`src/rtl/snake_step_ctrl.sv`:
```
// snake_step_ctrl: per-frame motion controller for a 4-segment snake on a GRID_W x GRID_H cell grid.
//   Inputs : clk, rst (sync, active-high), tick (frame strobe), key_valid/key_code (PS/2 set-2 bytes)
//   Outputs: px1..px4/py1..py4 (segment cells, px1/py1 = head), all_black (blank screen),
//            step (1-cycle pulse with new positions), state (00 BLACK, 01 RUN, 10 PAUSE)
//   Build  : define SNAKE_WRAP_EN for wall wrap-around; otherwise leaving the grid is game over.
module snake_step_ctrl #(
   parameter int GRID_W  = 64,
   parameter int GRID_H  = 48,
   parameter int START_X = 32,
   parameter int START_Y = 24
) (
   input  logic       clk,
   input  logic       rst,
   input  logic       tick,
   input  logic       key_valid,
   input  logic [7:0] key_code,
   output logic [5:0] px1,
   output logic [5:0] px2,
   output logic [5:0] px3,
   output logic [5:0] px4,
   output logic [5:0] py1,
   output logic [5:0] py2,
   output logic [5:0] py3,
   output logic [5:0] py4,
   output logic       all_black,
   output logic       step,
   output logic [1:0] state
);
   localparam logic [1:0] BLACK = 2'd0, RUN = 2'd1, PAUSE = 2'd2;
   // Opposite directions differ only in bit 0, so reverse(d) = d ^ 1.
   localparam logic [1:0] D_R = 2'd0, D_L = 2'd1, D_U = 2'd2, D_D = 2'd3;
   localparam logic [5:0] XMAX = 6'(GRID_W - 1);
   localparam logic [5:0] YMAX = 6'(GRID_H - 1);
   localparam logic [5:0] SX0 = 6'(START_X), SX1 = 6'(START_X - 1);
   localparam logic [5:0] SX2 = 6'(START_X - 2), SX3 = 6'(START_X - 3);
   localparam logic [5:0] SY = 6'(START_Y);

   logic       brk, reload;
   logic [1:0] dir, pend, kdir, base;
   logic       make, is_dir, space, esc, adv, accept, hit, over, do_step;
   logic [5:0] nx, ny;

   always_comb begin
      make    = key_valid && !brk && key_code != 8'hF0;
      is_dir  = make && (key_code == 8'h1D || key_code == 8'h1B ||
                         key_code == 8'h1C || key_code == 8'h23);
      kdir    = key_code == 8'h1D ? D_U : key_code == 8'h1B ? D_D :
                key_code == 8'h1C ? D_L : D_R;
      space   = make && key_code == 8'h29;
      esc     = make && key_code == 8'h76;
      adv     = tick && state == RUN;
      // A key is judged against the direction that is committed once this edge has passed.
      base    = reload ? D_R : adv ? pend : dir;
      accept  = is_dir && kdir != (base ^ 2'b01);
      hit     = (pend == D_R && px1 == XMAX) || (pend == D_L && px1 == 6'd0) ||
                (pend == D_U && py1 == 6'd0) || (pend == D_D && py1 == YMAX);
      nx      = pend == D_R ? (px1 == XMAX ? 6'd0 : px1 + 6'd1) :
                pend == D_L ? (px1 == 6'd0 ? XMAX : px1 - 6'd1) : px1;
      ny      = pend == D_D ? (py1 == YMAX ? 6'd0 : py1 + 6'd1) :
                pend == D_U ? (py1 == 6'd0 ? YMAX : py1 - 6'd1) : py1;
`ifdef SNAKE_WRAP_EN
      over    = 1'b0;
`else
      over    = hit;
`endif
      do_step = adv && !esc && !over;
   end

   always_ff @(posedge clk) begin
      if (rst) begin
         state <= BLACK;
         all_black <= 1'b1;
         step <= 1'b0;
         brk <= 1'b0;
         reload <= 1'b0;
         dir <= D_R;
         pend <= D_R;
         px1 <= SX0; px2 <= SX1; px3 <= SX2; px4 <= SX3;
         py1 <= SY;  py2 <= SY;  py3 <= SY;  py4 <= SY;
      end else begin
         step <= do_step;
         // Game over freezes the positions for one cycle, then reloads them.
         reload <= adv && over && !esc;
         if (key_valid)
            brk <= !brk && key_code == 8'hF0;
         if (esc || reload) begin
            dir <= D_R;
            px1 <= SX0; px2 <= SX1; px3 <= SX2; px4 <= SX3;
            py1 <= SY;  py2 <= SY;  py3 <= SY;  py4 <= SY;
         end else if (do_step) begin
            dir <= pend;
            px4 <= px3; px3 <= px2; px2 <= px1; px1 <= nx;
            py4 <= py3; py3 <= py2; py2 <= py1; py1 <= ny;
         end
         pend <= esc ? D_R : accept ? kdir : reload ? D_R : pend;
         if (esc || (adv && over)) begin
            state <= BLACK;
            all_black <= 1'b1;
         end else if (state == BLACK && is_dir) begin
            state <= RUN;
            all_black <= 1'b0;
         end else if (space && state == RUN)
            state <= PAUSE;
         else if (space && state == PAUSE)
            state <= RUN;
      end
   end
endmodule
```
`config.mk`:
```
export PLATFORM = sky130hd
export DESIGN_NAME = snake_step_ctrl
export DESIGN_NICKNAME = d
export VERILOG_FILES = /design/src/rtl/snake_step_ctrl.sv
export SDC_FILE = /design/constraint.sdc
export NUM_CORES = 1
export LEC_CHECK = 0
export BUFFER_PORTS_ARGS = -buffer_cell sky130_fd_sc_hd__buf_2
export CAP_MARGIN = 20
export CORE_ASPECT_RATIO = 0.75
export CORE_MARGIN = 2
export CORE_UTILIZATION = 40
export CTS_BUF_LIST = sky130_fd_sc_hd__clkbuf_4
export CTS_CLUSTER_SIZE = 10
export DETAILED_ROUTE_END_ITERATION = 8
export GPL_TIMING_DRIVEN = 0
export PLACE_DENSITY = 0.72
export SLEW_MARGIN = 5
export SYNTH_ARGS = -nofsm -noshare
export SYNTH_HDL_FRONTEND = slang
export SYNTH_SLANG_ARGS = --single-unit
```
`constraint.sdc`:
```
create_clock -name clk -period 2.75 [get_ports clk]
set_input_delay 0.1375 -clock clk [delete_from_list [all_inputs] [get_ports clk]]
set_output_delay 0.1375 -clock clk [all_outputs]
set_load 0.02 [all_outputs]
```
==> flow_summary.toml <==
[power_and_ir_drop]
vdd.ir_drop.worst_uv = 261
power.static_leakage_nw = 1.43
sw_frac_of_total = 0.235
sequentialPowerShare = 0.561
pwr-share-comb = 0.044
cellInternalPower_mw = 1.15
power.net_switching_uw = 353
power_per_cell_area_mw_per_mm2 = 428
p_clk_frac = 0.395

[grt]
pin_count_of_the_biggest_net_entering_global_routing = 11
grt_antenna_before_repair = 0
grt_usage = 0.186
first_global_vias = 2520
globalRoute.totalOverflow = 0
grt_pass1_wl_mm = 11.8

[min_path]
worst_hold_path.num_cells = 4
hold_path.class = "input port to flip-flop"

[route]
detail-route-antenna-nets = 0
vias_per_cell = 5.24
first_pass_drt_iterations = 4
detailroute.wirelength.met3_um = 408
detailedRoute.firstIterationViolations = 122
routedLengthMet1_mm = 3.64
postRouteWirelength_mm = 7.24
topRoutingLayerUsed = "met4"
avgRoutedWirePerCell_um = 13.2
vias = 2881
drc = 0
wl_met2_mm = 3.17

[finish]
nets = 464
filler_cell_count = 710
most_used_cells_in_the_layout_excluding_fill_and_tap_cells = "nand2_1 (91), buf_2 (69), dfxtp_1 (56), a21oi_1 (33), nor2_1 (24)"
multi_input_gate_area_mm2 = 0.00159
final_design_area_no_fill_mm2 = 0.00351
area_growth_syn_to_layout_pct = 21.6
num_antenna_cells = 0
layout_commonest_cell = "nand2_1"
layout-drive-gt1-share = 0.230
register_area_mm2 = 0.00117

[synth]
yosys_warnings = 0
syn_area_mm2 = 0.00289
yosysUniqueCellTypes = 60
yosysTopAreaCellShare = 0.402
synth_area_leaders = "dfxtp_1 (40%), nand2_1 (12%), a21oi_1 (5.7%)"
synth-seq-cells = 58
synth-seq-area-share = 0.402
async_set_or_reset_register_ratio_after_synthesis = 0
synth_area_leader_cell = "dfxtp_1"
mapped_nets = 389
synth_cells = 372
synth_flop_cell = "dfxtp_1"
number_of_enable_type_register_cells_in_the_synthesized_netlist = 0
syn_avg_cell_area_um2 = 7.76

[setup_path]
worst_r2r_path_depth = 9
crit_required_ns = 3.00
timing.setup.critical_path_class = "flip-flop to flip-flop"
critical_path_launch_point_type = "flip-flop"
critical_path_arrival_ns = 2.83
critical_path_peak_fanout = 10
timing.critical_path.to_type = "flip-flop"

[status]
status = "complete, no violations"

[clock_network]
cts.clk_slew.worst_paths_ns = 0.09
clk_path_buf_depth = 2
cts.repair_timing.setup_buffer_count = 0
cts_tree = "built"
clk_root_buffer_cell = "clkbuf_4"
cts_num_sinks = 58
insertion_delay_ns = 0.40
htree_levels = 3
cts_inserted_buffers = 9

[timing]
max_slew_margin = 0.557
timing.hold.ws_ns = 0.0589
fmaxAchievable_mhz = 388
timing.final.crit_share = 0.938
final.min_clock_period_ns = 2.58
unrepaired_setup_endpoints_after_global_routing = "no"
worst-slew-pin-transition_ns = 0.656
setup-violations-final = 0
number_of_pins_exceeding_their_max_slew_limit_in_the_final_report = 0
fin_worst_skew_ns = 0.0140
timing_hold_violations_final = 0

[floorplan]
die_h_um = 77.6
floorplan.rows = 26
fp.coreArea_mm2 = 0.00690
effective_utilization_at_floorplan = 0.418
floorplan.die_area_mm2 = 0.00792
io-pin-count = 64
die_w_um = 102

[placed_design]
dpl-instance-area_mm2 = 0.00332
gp_congestion = 0.909
hpwl_mm = 5.31
place.port_buffers = 62

[job]
cap_violations = 0
[metal layers]
metal / global-route usage / up-vias
li1: - / 1453
met1: 0.264 / 1344
met2: 0.274 / 80
met3: 0.0495 / 4
met4: 0.0613 / 0
met5: 0 / -
[worst max-delay path, cell delays in order, from the launching register on]
cell and delay, ns:
dfxtp_1 0.48, inv_1 0.11, ha_1 0.26, and3_1 0.20, mux4_2 0.53, or3_1 0.32, clkbuf_2 0.16, buf_2 0.20
nand2_1 0.08, o211ai_1 0.08
[worst paths after layout]
kind | start | slack [ns] | end
max | py1[0] | 0.17 | px2[0]
min | tick | 0.06 | state[1]
max reg2reg | py1[0] | 0.17 | px2[0]
min reg2reg | px4[5] | 0.46 | px4[5]
[cell usage after synthesis, types with 3 or more instances]
cell type / n
a211oi_1: 5
a21oi_1: 33
buf_2: 7
clkbuf_1: 11
dfxtp_1: 58
ha_1: 5
inv_1: 10
nand2_1: 91
nand2b_1: 4
nand3_1: 22
nand3b_1: 4
nand4_1: 3
nor2_1: 25
nor3_1: 9
o211ai_1: 5
o21a_1: 3
o21ai_0: 11
or3_1: 4
xnor2_1: 5
[sequential cells by signal, indices dropped and copies added (netlist names)]
name	count
py1	6
pend	2
py2	6
px4	6
px1	6
state	2
dir	2
all_black	1
step	1
brk	1
reload	1
px3	6
px2	6
py4	6
py3	6
[kinds of logic (layout without fill, tap and decap cells)]
| kind of cell | count (synthesis) | count (layout) | synth area share |
|---|---|---|---|
| AND/OR/NAND/NOR | 184 | 184 | 0.303 |
| AO/OA/AOI/OAI | 81 | 81 | 0.180 |
| flip-flops | 58 | 58 | 0.402 |
| buffers and inverters | 34 | 114 | 0.0572 |
| XOR/XNOR | 7 | 7 | 0.0212 |
| adder cells (fa/ha/maj) | 5 | 5 | 0.0217 |
| multiplexers | 3 | 3 | 0.0147 |
[area by class of cell]
class                           count  share of cell area
Multi-Input combinational cell    280               0.453
Tap cell                           98              0.0350
Inverter                           10              0.0107
Clock buffer                       10              0.0214
Timing Repair Buffer               64              0.0942
Buffer                             24              0.0374
Clock inverter                      6              0.0164
Sequential cell                    58               0.332
[power groups by stage]
stage	sequential, mW	combinational (mW)	clock (mW)
2_1_floorplan	0.865	0.0351	0
3_3_place_gp	0.863	0.0617	0
3_5_place_dp	0.863	0.0625	0
4_1_cts	0.843	0.0642	0.613
5_1_grt	0.843	0.0721	0.640
6_report	0.842	0.0657	0.593
[stage by stage]
| stage | power, mW | std cells | util | TNS, ns | worst slack, ns |
|---|---|---|---|---|---|
| after CTS | 1.52 | 550 | 0.505 | 0 | 0.00626 |
| after floorplan | 0.900 | 372 | - | 0 | 0.268 |
| after detailed placement | 0.925 | 532 | 0.481 | -1.58 | -0.102 |
| after global placement | 0.924 | 532 | 0.481 | -1.79 | -0.104 |
| final | 1.50 | 550 | 0.509 | 0 | 0.170 |
| after global routing | 1.56 | 550 | 0.509 | 0 | 0.0110 |
[what timing repair did]
item                                   4_1_cts  5_1_grt
endpoints found under the hold margin        2        0
hold buffers                                 2        0
setup endpoints to repair                   30       37
gates resized for setup                      3       10
cloned                                       0        0
Note: power is estimated with default switching activity, not from simulation.
